[config.mk]
export PLATFORM = sky130hd
export DESIGN_NAME = rtc_hms_counter_flat
export DESIGN_NICKNAME = d
export VERILOG_FILES = /design/src/rtl/rtc_hms_counter_if.sv /design/src/rtl/rtc_hms_counter.sv /design/src/flat_wrapper.sv
export SDC_FILE = /design/constraint.sdc
export NUM_CORES = 1
export LEC_CHECK = 0
export ABC_AREA = 1
export BUFFER_PORTS_ARGS = -buffer_cell sky130_fd_sc_hd__buf_2
export CORE_MARGIN = 4
export CORE_UTILIZATION = 50
export CTS_CLUSTER_SIZE = 14
export DETAILED_ROUTE_END_ITERATION = 16
export PLACE_DENSITY = 0.82
export SKIP_LAST_GASP = 1
export SLEW_MARGIN = 20
export SYNTH_ARGS = -nofsm -noshare
export SYNTH_HDL_FRONTEND = slang
export SYNTH_SLANG_ARGS = --single-unit
[constraint.sdc]
create_clock -name clk_i -period 2.5 [get_ports clk_i]
set_input_delay 0.25 -clock clk_i [delete_from_list [all_inputs] [get_ports clk_i]]
set_output_delay 0.25 -clock clk_i [all_outputs]
set_load 0.03 [all_outputs]
[src/rtl/rtc_hms_counter_if.sv]
// Control, load, alarm and time-output signals of the real-time clock counter.
// The master drives run/load/alarm controls; the slave (the counter) drives the time outputs.
interface rtc_hms_counter_if;
  logic       en;
  logic       load;
  logic [4:0] set_hour;
  logic [5:0] set_minute;
  logic [5:0] set_second;
  logic       set_pm;
  logic       alarm_arm;
  logic [4:0] alarm_hour;
  logic [5:0] alarm_minute;
  logic       alarm_pm;

  logic [4:0] hour;
  logic [5:0] minute;
  logic [5:0] second;
  logic       pm;
  logic       sec_tick;
  logic       alarm;
  logic       load_err;

  modport master (
    output en, load, set_hour, set_minute, set_second, set_pm,
    output alarm_arm, alarm_hour, alarm_minute, alarm_pm,
    input  hour, minute, second, pm, sec_tick, alarm, load_err
  );

  modport slave (
    input  en, load, set_hour, set_minute, set_second, set_pm,
    input  alarm_arm, alarm_hour, alarm_minute, alarm_pm,
    output hour, minute, second, pm, sec_tick, alarm, load_err
  );
endinterface

[src/rtl/rtc_hms_counter.sv]
// Real-time clock: divides clk_i down to a 1 Hz tick and keeps hh:mm:ss in 24-hour or
// 12-hour (AM/PM) mode, with run/pause, validated time load and an hh:mm alarm.
module rtc_hms_counter #(
  parameter int unsigned CLK_FREQ = 1_000_000,
  parameter bit          H24      = 1'b1
) (
  input  logic             clk_i,
  input  logic             rst_i,
  rtc_hms_counter_if.slave bus
);

  localparam int unsigned     PreW    = (CLK_FREQ > 1) ? $clog2(CLK_FREQ) : 1;
  localparam logic [PreW-1:0] PreMax  = PreW'(CLK_FREQ - 1);
  localparam logic [PreW-1:0] PreOne  = PreW'(1);
  localparam logic [4:0]      HourRst = H24 ? 5'd0 : 5'd12;

  logic [PreW-1:0] pre_q, pre_d;
  logic [4:0]      hour_q, hour_d;
  logic [5:0]      min_q, min_d;
  logic [5:0]      sec_q, sec_d;
  logic            pm_q, pm_d;
  logic            tick_q, tick_d;
  logic            alarm_q, alarm_d;
  logic            err_q, err_d;

  logic            tick;
  logic            hour_ok;
  logic            load_valid;
  logic [4:0]      inc_hour;
  logic [5:0]      inc_min;
  logic [5:0]      inc_sec;
  logic            inc_pm;
  logic            alarm_hit;

  assign tick = bus.en && (pre_q == PreMax);

  always_comb begin
    if (H24) begin
      hour_ok = (bus.set_hour <= 5'd23);
    end else begin
      hour_ok = (bus.set_hour >= 5'd1) && (bus.set_hour <= 5'd12);
    end
    load_valid = hour_ok && (bus.set_minute <= 6'd59) && (bus.set_second <= 6'd59);
  end

  // Time one second ahead of the current time, full carry chain in one step.
  always_comb begin
    inc_sec  = sec_q + 6'd1;
    inc_min  = min_q;
    inc_hour = hour_q;
    inc_pm   = pm_q;
    if (sec_q == 6'd59) begin
      inc_sec = 6'd0;
      if (min_q == 6'd59) begin
        inc_min = 6'd0;
        if (H24) begin
          inc_hour = (hour_q == 5'd23) ? 5'd0 : hour_q + 5'd1;
        end else if (hour_q == 5'd12) begin
          inc_hour = 5'd1;
        end else begin
          inc_hour = hour_q + 5'd1;
          // Meridiem flips on 11 -> 12, not on 12 -> 1.
          if (hour_q == 5'd11) begin
            inc_pm = ~pm_q;
          end
        end
      end else begin
        inc_min = min_q + 6'd1;
      end
    end
  end

  assign alarm_hit = bus.alarm_arm && (inc_sec == 6'd0) &&
                     (inc_min == bus.alarm_minute) && (inc_hour == bus.alarm_hour) &&
                     (H24 || (inc_pm == bus.alarm_pm));

  always_comb begin
    pre_d   = pre_q;
    hour_d  = hour_q;
    min_d   = min_q;
    sec_d   = sec_q;
    pm_d    = pm_q;
    tick_d  = 1'b0;
    alarm_d = 1'b0;
    err_d   = 1'b0;
    if (bus.load && load_valid) begin
      // A valid load wins over a coincident tick; the tick is dropped.
      pre_d  = '0;
      hour_d = bus.set_hour;
      min_d  = bus.set_minute;
      sec_d  = bus.set_second;
      pm_d   = H24 ? 1'b0 : bus.set_pm;
    end else begin
      err_d = bus.load;
      if (tick) begin
        pre_d   = '0;
        hour_d  = inc_hour;
        min_d   = inc_min;
        sec_d   = inc_sec;
        pm_d    = inc_pm;
        tick_d  = 1'b1;
        alarm_d = alarm_hit;
      end else if (bus.en) begin
        pre_d = pre_q + PreOne;
      end
    end
  end

  always_ff @(posedge clk_i) begin
    if (rst_i) begin
      pre_q   <= '0;
      hour_q  <= HourRst;
      min_q   <= 6'd0;
      sec_q   <= 6'd0;
      pm_q    <= 1'b0;
      tick_q  <= 1'b0;
      alarm_q <= 1'b0;
      err_q   <= 1'b0;
    end else begin
      pre_q   <= pre_d;
      hour_q  <= hour_d;
      min_q   <= min_d;
      sec_q   <= sec_d;
      pm_q    <= pm_d;
      tick_q  <= tick_d;
      alarm_q <= alarm_d;
      err_q   <= err_d;
    end
  end

  assign bus.hour     = hour_q;
  assign bus.minute   = min_q;
  assign bus.second   = sec_q;
  assign bus.pm       = pm_q;
  assign bus.sec_tick = tick_q;
  assign bus.alarm    = alarm_q;
  assign bus.load_err = err_q;

endmodule

[src/flat_wrapper.sv]
// flat-port wrapper written by rule: the top's interface ports become plain ports
module rtc_hms_counter_flat 
#(
  parameter int unsigned CLK_FREQ = 1_000_000,
  parameter bit          H24      = 1'b1
)
  (clk_i, rst_i, bus_en, bus_load, bus_set_hour, bus_set_minute, bus_set_second, bus_set_pm, bus_alarm_arm, bus_alarm_hour, bus_alarm_minute, bus_alarm_pm, bus_hour, bus_minute, bus_second, bus_pm, bus_sec_tick, bus_alarm, bus_load_err);
  rtc_hms_counter_if bus_i ();
  input  logic clk_i;
  input  logic rst_i;
  input wire logic [$bits(bus_i.en)-1:0] bus_en;
  input wire logic [$bits(bus_i.load)-1:0] bus_load;
  input wire logic [$bits(bus_i.set_hour)-1:0] bus_set_hour;
  input wire logic [$bits(bus_i.set_minute)-1:0] bus_set_minute;
  input wire logic [$bits(bus_i.set_second)-1:0] bus_set_second;
  input wire logic [$bits(bus_i.set_pm)-1:0] bus_set_pm;
  input wire logic [$bits(bus_i.alarm_arm)-1:0] bus_alarm_arm;
  input wire logic [$bits(bus_i.alarm_hour)-1:0] bus_alarm_hour;
  input wire logic [$bits(bus_i.alarm_minute)-1:0] bus_alarm_minute;
  input wire logic [$bits(bus_i.alarm_pm)-1:0] bus_alarm_pm;
  output wire logic [$bits(bus_i.hour)-1:0] bus_hour;
  output wire logic [$bits(bus_i.minute)-1:0] bus_minute;
  output wire logic [$bits(bus_i.second)-1:0] bus_second;
  output wire logic [$bits(bus_i.pm)-1:0] bus_pm;
  output wire logic [$bits(bus_i.sec_tick)-1:0] bus_sec_tick;
  output wire logic [$bits(bus_i.alarm)-1:0] bus_alarm;
  output wire logic [$bits(bus_i.load_err)-1:0] bus_load_err;
  assign bus_i.en = bus_en;
  assign bus_i.load = bus_load;
  assign bus_i.set_hour = bus_set_hour;
  assign bus_i.set_minute = bus_set_minute;
  assign bus_i.set_second = bus_set_second;
  assign bus_i.set_pm = bus_set_pm;
  assign bus_i.alarm_arm = bus_alarm_arm;
  assign bus_i.alarm_hour = bus_alarm_hour;
  assign bus_i.alarm_minute = bus_alarm_minute;
  assign bus_i.alarm_pm = bus_alarm_pm;
  assign bus_hour = bus_i.hour;
  assign bus_minute = bus_i.minute;
  assign bus_second = bus_i.second;
  assign bus_pm = bus_i.pm;
  assign bus_sec_tick = bus_i.sec_tick;
  assign bus_alarm = bus_i.alarm;
  assign bus_load_err = bus_i.load_err;
  rtc_hms_counter #(.CLK_FREQ(CLK_FREQ), .H24(H24)) u_core (.clk_i(clk_i), .rst_i(rst_i), .bus(bus_i));
endmodule
## Yosys cells after proc, flatten, opt, wreduce, memory -nomap -nowiden

Index checks and enable logic that the tools add are counted.

| operators by class | value |
|---|---|
| multiplexer cells | 13 |
| $add $sub $neg | 4 |
| eq/ne operators | 6 |
| reductions and logical operators | 12 |
| bitwise operators | 1 |
| magnitude comparators | 3 |

Operators by type and width:

| cell | count |
|---|---|
| 6-bit two-way mux | 7 |
| 5-bit two-way mux | 5 |
| 20-bit by 1-bit adder with 20-bit output (second input constant) | 1 |
| 20-bit == test (second input constant) | 1 |
| 6-bit by 1-bit adder with 6-bit output (second input constant) | 2 |
| 6-bit == test (second input constant) | 2 |
| 6-bit <= comparator (second input constant) | 2 |
| 1-bit logical AND | 7 |
| 6-bit == test | 1 |
| 6-bit zero test | 1 |
| 3-bit OR reduction | 2 |
| 5-bit by 1-bit adder with 5-bit output (second input constant) | 1 |
| 5-bit == test | 1 |
| 5-bit == test (second input constant) | 1 |
| 5-bit <= comparator (second input constant) | 1 |
| 2-bit nonzero test | 1 |
| 2-bit OR reduction | 1 |
| 1-bit two-way mux | 1 |
| 1-bit inverter | 1 |

| storage, ports and cells | value |
|---|---|
| output and inout bits | 21 |
| register bits | 40 |
| input port bits | 35 |
| logic and storage cells | 46 |

## Longest topological paths before layout

Gate-level depths: netlist of the first run.

| logic depth | value |
|---|---|
| depth after elaboration | 6 |
| gate-level depth with buffers | 14 |
| mapped depth without buffers | 14 |

## Worst setup path before layout of the first run

No wires, ideal clock.

| timing path | value |
|---|---|
| kind | register to register |
| from | register u_core.sec_q[0] (netlist: u_core.bus.second[0]) |
| to | register u_core.alarm_q (netlist: u_core.bus.alarm) |
| required time | 2.438 ns |
| stages on the path, launching flop included | 12 |
| path buffers | 1 |
| clock period less this slack | 1.835 ns |
| setup slack | 0.665 ns |
| arrival | 1.773 ns |
| path through | dfxtp_1 ha_1 nand2_2 nor2_8 buf_6 nand2_1 nand2_1 nand3_1 xnor2_1 nor2_1 nand2_1 nor2_2 |

| between the ends | value |
|---|---|
| cells in the longest elaborated chain, start to end | 6 |
| elaborated cells on any way between the ends | 11 |
| classes of those cells | add/sub (1); eq/ne (3); mux (3); reduce/logical (4) |

Ends and longest elaborated chain:

| what | RTL line | source |
|---|---|---|
| start, declared | rtc_hms_counter.sv:20 | `logic [5:0] sec_q, sec_d;` |
| start signal, assigned | rtc_hms_counter.sv:114 | `sec_q <= 6'd0;` |
| start signal, assigned | rtc_hms_counter.sv:123 | `sec_q <= sec_d;` |
| 6-bit by 1-bit adder with 6-bit output or 6-bit == test (tied branches) | rtc_hms_counter.sv:48, rtc_hms_counter.sv:52 |  |
| 6-bit two-way mux | rtc_hms_counter.sv:52 | `if (sec_q == 6'd59) begin` |
| 6-bit zero test | rtc_hms_counter.sv:73 | `assign alarm_hit = bus.alarm_arm && (inc_sec == 6'd0) &&` |
| 1-bit logical AND (2 in series) | rtc_hms_counter.sv:73 |  |
| 1-bit logical AND (*) | rtc_hms_counter.sv:74 | `(inc_min == bus.alarm_minute) && (inc_hour == bus.alarm_hour) &&` |
| end signal, assigned | rtc_hms_counter.sv:126 | `alarm_q <= alarm_d;` |
| end, declared | rtc_hms_counter.sv:23 | `logic alarm_q, alarm_d;` |

Every way passes the cells marked *; elsewhere a longest branch is shown, timed or not.
A chain may end at the register's enable or synchronous reset.

## Worst setup path after layout of the first run

Same ends and word-level chain as after synthesis.

==> flow_summary.ini, run 1 <==
[status]
status = complete, no violations

[floorplan]
core_um2 = 4850
start_util = 0.527
fp.dieW_um = 79.5
die_y_um = 79.5
io_pins = 56
placementRows = 25
dieArea_um2 = 6320

[routing]
viasPerCell = 5.41
first_pass_iters = 5
detail_route.wl_per_cell_um = 12.9
drtIter0Drc = 208
drt_wl_total_um = 6570
drtAntennaViolNets = 0
vias = 2760
drc_errors = 0

[synth]
synth_edf_count = 0
synth.cell_area_um2 = 2560
synth_common_cells = 101 x nand2_1, 48 x inv_1, 45 x nand3_1, 40 x dfxtp_1, 36 x nor2_1
avgSynthCellArea_um2 = 6.57
synth_area_leaders = dfxtp_1 31%, nand2_1 15%, nand3_1 8.8%
yosys.area.top_type = dfxtp_1
syn_inst = 389
yosys_warnings = 0
yosysSeqAreaShare = 0.313
ys_seq_elements = 40
synth_nets = 428
synth_ff_type = dfxtp_1
ys_types = 38
yosysTopAreaCellShare = 0.313
synth_most_common_cell = nand2_1
async_reset_ff_frac = 0

[cells_and_area]
stdcell_count = 510
n_fill_cell = 452
stdcell_area_um2 = 2960
area_delta_synth_final_pct = 15.9
diodes = 0
fin_nets = 481
drive_gt1_frac = 0.199

[place]
portBuffers = 52
dpl.hpwl_um = 5010
placedInstanceArea_um2 = 2860
place_congestion = 0.891
dp_cells = 502

[timing]
finalHoldViolCount = 0
finalSetupViolCount = 0
max-slew-margin-rel = 0.659
hold-worst-slack_ns = 0.188
fin_worst_skew_ns = 0.00972
period_needed_ns = 2.03
fmax_mhz = 492
slew_viol_final = 0
rsz0062_at_grt = false
worstMarginPinSlew_ns = 0.510
setup_tns_ns = 0
period_share = 0.813

[critical_path]
end_kind = flop
cp_cell_sequence = ha_1 -> nand2_2 -> nor2_8 -> nand2_2 -> nand3_1 -> nand2_1 -> nand2_1 -> nand2_1 -> nor2_1 -> nand3_1 -> nor2_2
crit_arrival_ns = 2.27
start_kind = flop
worst-endpoint-required_ns = 2.74
path_common_cell = nand2_1
critical_path.slowest_cell = dfxtp_1
crit_fanout = 16
crit_type = reg2reg
cp_num_buf_inv = 0
crit_path_max_incr_delay_ns = 0.42
crit_family = simple AND/OR/NAND/NOR gates

[global_route]
antenna_found_initial = 0
grt_use_total = 0.219
grt_pass1_vias = 2503
overflow = 0
grt_max_degree = 28
grt_pass1_wl_um = 11100

[clock_tree]
cts_resized = 0
worstSkewPairLatency_ns = 0.30
h-tree-depth = 2
cts_buffer_depth = 2
cts_sinks = 40
cts_tree = done
holdBufCountCts = 0
cts_root_buf = clkbuf_8
cts_setup_buffers = 0
cts_buffers = 5
path_clk_slew_ns = 0.08

[worst_hold_path]
hold_path.class = in2reg

[job]
maxCapViolations = 0

[power]
power_density_nw_per_um2 = 492
p_leak_uw = 0.00137
peakVddDrop_mv = 0.260
==> layout make-up <==
type / count / area, µm² / area share
sequential: 40 / 801 / 0.270
multi-input combinational: 288 / 1500 / 0.506
timing repair buffer: 53 / 268 / 0.0904
clock inverter: 2 / 35.0 / 0.0118
clock buffer: 6 / 72.6 / 0.0245
tap: 67 / 83.8 / 0.0283
inverter: 54 / 203 / 0.0684
==> placed cells by master, fill, tap and decap left out <==
master     synthesis  final
nand2_1          101    101
buf_2              1     52
inv_1             48     48
nand3_1           45     45
dfxtp_1           40     40
nor2_1            36     36
a21oi_1           16     16
nand4_1           15     15
o21ai_0           14     14
nor3_1             6      6
xor2_1             6      6
o221ai_1           6      6
nor2_2             5      5
nand2_2            5      5
inv_2              5      5
clkbuf_8           0      5
ha_1               4      4
nor2_4             3      3
o211ai_1           3      3
xnor2_1            3      3
or2_2              2      2
a31oi_1            2      2
o21a_1             2      2
nor3_2             2      2
nor3b_2            2      2
nand2_4            1      1
nand3_4            1      1
nor2_8             1      1
nand4_2            1      1
clkinv_1           1      1
nand3b_1           1      1
a221oi_1           1      1
a22oi_1            1      1
or2_0              1      1
nor4_1             1      1
conb_1             1      1
clkbuf_1           1      1
clkinv_2           0      1
bufinv_16          0      1
buf_4              3      1
==> final timing paths <==
path	startpoint	to	slack (ns)	depth (start not counted)
hold / removal	bus_set_minute[0]	u_core.bus.minute[0]	0.19	3
hold reg to reg	u_core.pre_q[15]	u_core.pre_q[15]	0.47	2
setup reg to reg	u_core.bus.second[0]	u_core.bus.alarm	0.47	11
setup / recovery	u_core.bus.second[0]	u_core.bus.alarm	0.47	11
==> layer usage <==
layer  share of wire  vias to the layer above  global-route usage
li1                -                     1389                   -
met2            0.45                      127               0.343
met3           0.075                       12              0.0429
met5               0                        -                   0
met1            0.46                     1232               0.297
met4           0.016                        0              0.0808
==> power by group <==
part           switching, µW  internal (µW)
Combinational            155           77.6
Clock                    240            297
Sequential              30.0            658
==> per-stage QoR <==
step                setup slack [ns]  power [µW]   util
global route                   0.226        1520  0.611
global placement               0.571         927  0.589
finish                         0.468        1460  0.611
detailed placement             0.542         932  0.589
floorplan                      0.665         855      -
CTS                            0.524        1460  0.611
==> kinds of logic (layout without fill, tap and decap cells) <==
logic type	count (synthesis)	count (layout)	synth area share
simple gates	229	229	0.430
buf+inv	61	115	0.100
compound gates	45	45	0.105
flops	40	40	0.313
xor+xnor	9	9	0.0308
fa+ha+maj	4	4	0.0196
other cells	1	1	0.00147
==> registers in the layout, summed over array words and instances (netlist names) <==
name                 cells
u_core.bus.minute        6
u_core.pre_q            20
u_core.bus.second        6
u_core.bus.sec_tick      1
u_core.bus.load_err      1
u_core.bus.hour          5
u_core.bus.alarm         1
==> worst reg2reg max path: stages, from the launching register on <==
cell,delay (ns)
dfxtp_1,0.42
ha_1,0.28
nand2_2,0.14
nor2_8,0.26
nand2_2,0.18
nand3_1,0.13
nand2_1,0.05
nand2_1,0.06
nand2_1,0.05
nor2_1,0.20
nand3_1,0.12
nor2_2,0.10
No activity file was read; power rests on OpenSTA's default activity.
==> run 2, diff against run 1 <==
clock period = 2.1 ns   (was 2.5 ns; I/O delays follow)
==> run 2 against run 1 <==
  * Sequential share of layout area is 0.86 points lower
  * Global-route usage is essentially flat
  * Clock power is 31% higher
  * Flip-flop and latch count unchanged
  * Non-clock buffer count increased by 9
  * Sequential power is 19% higher
  * Count of clock-buffer cells in the layout up 1
  * Critical endpoint unchanged
  * Largest power group unchanged
  * Highest routed layer unchanged
==> flow_summary.ini, run 2 (synthesis gave the netlist of run 1 again) <==
[clock_tree]
holdBufCountCts = 0
cts_tree = done
cts_sinks = 40
cts_buffers = 5
cts_root_buf = clkbuf_8
cts_buffer_depth = 2
path_clk_slew_ns = 0.08
h-tree-depth = 2
worstSkewPairLatency_ns = 0.30

[timing]
finalHoldViolCount = 0
max-slew-margin-rel = 0.630
setup_tns_ns = 0
slew_viol_final = 0
period_needed_ns = 1.87
finalSetupViolCount = 0
rsz0062_at_grt = false
worstMarginPinSlew_ns = 0.554
fmax_mhz = 533
fin_worst_skew_ns = 0.0103
period_share = 0.893

[routing]
drt_wl_total_um = 6640
viasPerCell = 5.35
drtAntennaViolNets = 0
vias = 2776
detail_route.wl_per_cell_um = 12.8
drtIter0Drc = 235
first_pass_iters = 5
drc_errors = 0

[floorplan]
placementRows = 25
io_pins = 56
dieArea_um2 = 6320
fp.dieW_um = 79.5
core_um2 = 4850
start_util = 0.527
die_y_um = 79.5

[global_route]
grt_use_total = 0.219
antenna_found_initial = 0
grt_pass1_wl_um = 11200
overflow = 0
grt_pass1_vias = 2513
grt_max_degree = 17

[cells_and_area]
drive_gt1_frac = 0.221
most-common-layout-cells = 101 x nand2_1, 52 x buf_2, 48 x inv_1
area_delta_synth_final_pct = 19.9
fin_nets = 490
largest_reg_flops = 20
diodes = 0
regMostFlops = u_core.pre_q
layout_commonest_cell = nand2_1
final_util = 0.632
stdcell_count = 519

[worst_hold_path]
hold_path.class = in2reg
hold_depth = 3

[power]
peakVddDrop_mv = 0.357
p_comb_frac = 0.161
internal-power_uw = 1310
clkPwrFrac = 0.388
p_seq_frac = 0.451
switching_share = 0.279
power_density_nw_per_um2 = 592
p_leak_uw = 0.00143
switchingPower_uw = 506

[status]
status = complete, no violations

[critical_path]
worst-endpoint-required_ns = 2.34
critical_path.slowest_cell = dfxtp_1
crit_arrival_ns = 2.12
crit_path_max_incr_delay_ns = 0.40
reg2reg_depth = 11
path_common_cell = nand2_1
crit_fanout = 10
crit_type = reg2reg
end_kind = flop
cp_cell_sequence = ha_2 -> nand2_2 -> nor2_8 -> nand2_2 -> nand3_1 -> nand2_1 -> nand2_1 -> nand2_1 -> nor2_1 -> nand3_1 -> nor2_2
start_kind = flop
regToRegSetupSlack_ns = 0.23

[place]
place_congestion = 0.913
portBuffers = 52
dp_cells = 507
dpl.hpwl_um = 5140

[job]
maxCapViolations = 0
[run 2: cell count changes in the layout (fill, tap and decap cells not counted), sizes merged]
cell	change
clkbuf	+1
buf	+9
clkinv	-1
[run 2: final timing paths]
check,start,end
setup reg to reg,u_core.bus.second[1],u_core.bus.alarm
setup / recovery,u_core.bus.second[1],u_core.bus.alarm
hold reg to reg,u_core.pre_q[17],u_core.pre_q[17]
hold / removal,bus_set_minute[2],u_core.bus.minute[2]
[run 2: cell type report]
| cell class | count | area (µm²) |
|---|---|---|
| clock buffer | 7 | 96.3 |
| clock inverter | 1 | 30.0 |
| fill | 427 | 1780 |
| inverter | 54 | 203 |
| multi-input combinational | 288 | 1500 |
| sequential | 40 | 802 |
| tap | 67 | 83.8 |
| timing repair buffer | 62 | 348 |
[run 2: routing by layer]
| layer | global-route usage | wire [µm] | vias up |
|---|---|---|---|
| li1 | - | - | 1399 |
| met1 | 0.296 | 3020 | 1253 |
| met2 | 0.353 | 3040 | 115 |
| met3 | 0.0384 | 497 | 9 |
| met4 | 0.0704 | 82 | 0 |
| met5 | 0 | 0 | - |
[run 2: stage by stage]
step	total power [µW]	setup WS (ns)	hold WS [ns]	area, µm²
3_3_place_gp	1120	0.187	0.452	2910
4_1_cts	1810	0.123	0.163	3030
3_5_place_dp	1120	0.150	0.468	2910
5_1_grt	1880	0.00209	0.173	3070
2_1_floorplan	1020	0.265	0.279	2560
6_report	1810	0.226	0.162	3070
[run 2: what timing repair did]
action	in CTS	in global routing
setup buffers	0	4
resized for setup	0	2
setup endpoints to repair	0	2
[run 2: power by group through the flow]
stage / combinational (µW) / sequential (µW) / clock [µW]
2_1_floorplan: 143 / 875 / 0
3_3_place_gp: 285 / 833 / 0
3_5_place_dp: 289 / 834 / 0
4_1_cts: 290 / 816 / 706
5_1_grt: 324 / 823 / 737
6_report: 292 / 818 / 703
[run 2: critical path, delay by kind of cell, from the launching register on]
family / cells / cell delay (ns)
adder cells (fa/ha/maj): 1 / 0.26
flip-flops: 1 / 0.40
AND/OR/NAND/NOR: 10 / 1.17
==> run 3, diff against run 2 <==
clock period = 2.33 ns   (was 2.1 ns; I/O delays follow)
==> run 3 against run 2 <==
  * Count of clock-buffer cells in the layout fell by 1
  * Flip-flop and latch count did not move
  * Sequential share of layout area is 0.74 points higher
  * Non-clock buffer count decreased by 9
  * Via count is 1.2% lower
  * Total power decreased by 12%
==> flow_summary.ini, run 3 (synthesis gave the netlist of run 1 again) <==
[timing]
fmax_mhz = 489
finalHoldViolCount = 0
period_needed_ns = 2.04
rsz0062_at_grt = false
max-slew-margin-rel = 0.657
worstMarginPinSlew_ns = 0.514
slew_viol_final = 0
hold-worst-slack_ns = 0.200
fin_worst_skew_ns = 0.00729
period_share = 0.877
finalSetupViolCount = 0
layout_setup_ws_ns = 0.287
setup_tns_ns = 0

[clock_tree]
cts_buffers = 5
h-tree-depth = 2
cts_root_buf = clkbuf_8
cts_tree = done
cts_sinks = 40
cts_setup_buffers = 0
cts_resized = 0
holdBufCountCts = 0
worstSkewPairLatency_ns = 0.29
path_clk_slew_ns = 0.08
cts_buffer_depth = 2

[critical_path]
r2r-start = u_core.bus.second[0]
path_common_cell = nand2_1
regToRegSetupSlack_ns = 0.29
crit_fanout = 16
crit_arrival_ns = 2.28
worst-endpoint-required_ns = 2.56
cp_cell_sequence = ha_1 -> nand2_2 -> nor2_8 -> nand2_2 -> nand3_1 -> nand2_1 -> nand2_1 -> nand2_1 -> nor2_1 -> nand3_1 -> nor2_2
critical_path.slowest_cell = dfxtp_1
crit_path_max_incr_delay_ns = 0.41
cp_num_buf_inv = 0
start_kind = flop
reg2reg_depth = 11
crit_family = simple AND/OR/NAND/NOR gates
crit_type = reg2reg
timing.rr.end = u_core.bus.alarm
end_kind = flop

[floorplan]
die_y_um = 79.5
io_pins = 56
fp.dieW_um = 79.5
core_um2 = 4850
start_util = 0.527
dieArea_um2 = 6320
placementRows = 25

[place]
dp_slack_ns = 0.362
placedInstanceArea_um2 = 2860
place_congestion = 0.894
dpl.hpwl_um = 4870
portBuffers = 52

[routing]
viasPerCell = 5.38
detail_route.wl_per_cell_um = 12.6
drtIter0Drc = 197
first_pass_iters = 5
vias = 2743
drt_wl_total_um = 6410
drtAntennaViolNets = 0
drc_errors = 0

[global_route]
grt_pass1_vias = 2451
grt_pass1_wl_um = 10900
grt_max_degree = 28
overflow = 0
antenna_found_initial = 0
grt_use_total = 0.211

[cells_and_area]
layout_commonest_cell = nand2_1
area_delta_synth_final_pct = 16.4
diodes = 0
fin_nets = 481
n_fill_cell = 472
drive_gt1_frac = 0.201
final_util = 0.614
stdcell_area_um2 = 2980
most-common-layout-cells = 101 x nand2_1, 52 x buf_2, 48 x inv_1
largest_reg_flops = 20
regMostFlops = u_core.pre_q

[worst_hold_path]
hold_path.class = in2reg
min_from = bus_set_minute[2]
hold_depth = 3
holdPathEnd = u_core.bus.minute[2]

[power]
p_leak_uw = 0.00138
power_density_nw_per_um2 = 534
peakVddDrop_mv = 0.271

[job]
maxCapViolations = 0

[status]
status = complete, no violations
-- run 3: area by class of cell --
class	count	area (µm²)	area share
clock buffers	6	82.6	0.0277
clock inverters	2	38.8	0.0130
inverters	54	203	0.0681
multi-input cells	288	1500	0.504
flip-flops and latches	40	801	0.269
well taps	67	83.8	0.0282
repair buffers	53	268	0.0900
-- run 3: worst max path at each step --
| stage | from | end | slack [ns] | cells past startpoint |
|---|---|---|---|---|
| after floorplan | u_core.bus.second[0] | u_core.bus.alarm | 0.50 | 11 |
| after global placement | u_core.bus.second[0] | u_core.bus.alarm | 0.40 | 11 |
| after detailed placement | u_core.bus.second[0] | u_core.bus.alarm | 0.36 | 11 |
| after CTS | u_core.bus.second[0] | u_core.bus.alarm | 0.34 | 11 |
| after global routing | u_core.bus.second[0] | u_core.bus.alarm | 0.11 | 11 |
| final | u_core.bus.second[0] | u_core.bus.alarm | 0.29 | 11 |
-- run 3: worst min-delay path: cells and delay by family --
| kind | cells | cell delay, ns |
|---|---|---|
| buf+inv | 1 | 0.09 |
| simple gates | 1 | 0.07 |
| compound gates | 1 | 0.06 |
-- run 3: where the power goes --
part / total (µW) / internal (µW) / switching (µW)
Clock: 604 / 351 / 253
Sequential: 738 / 706 / 32.0
Combinational: 248 / 83.1 / 165
-- run 3: per-layer routing --
| layer | wire, µm | track usage | vias to the layer above |
|---|---|---|---|
| met5 | 0 | 0 | - |
| met4 | 60 | 0.0412 | 0 |
| met3 | 475 | 0.0361 | 8 |
| met1 | 3010 | 0.298 | 1253 |
| li1 | - | - | 1382 |
| met2 | 2860 | 0.337 | 100 |
-- run 3: through the flow --
step	cells	total power [µW]
final	510	1590
after global routing	510	1660
after CTS	510	1600
after detailed placement	502	998
after global placement	502	995
after floorplan	389	918
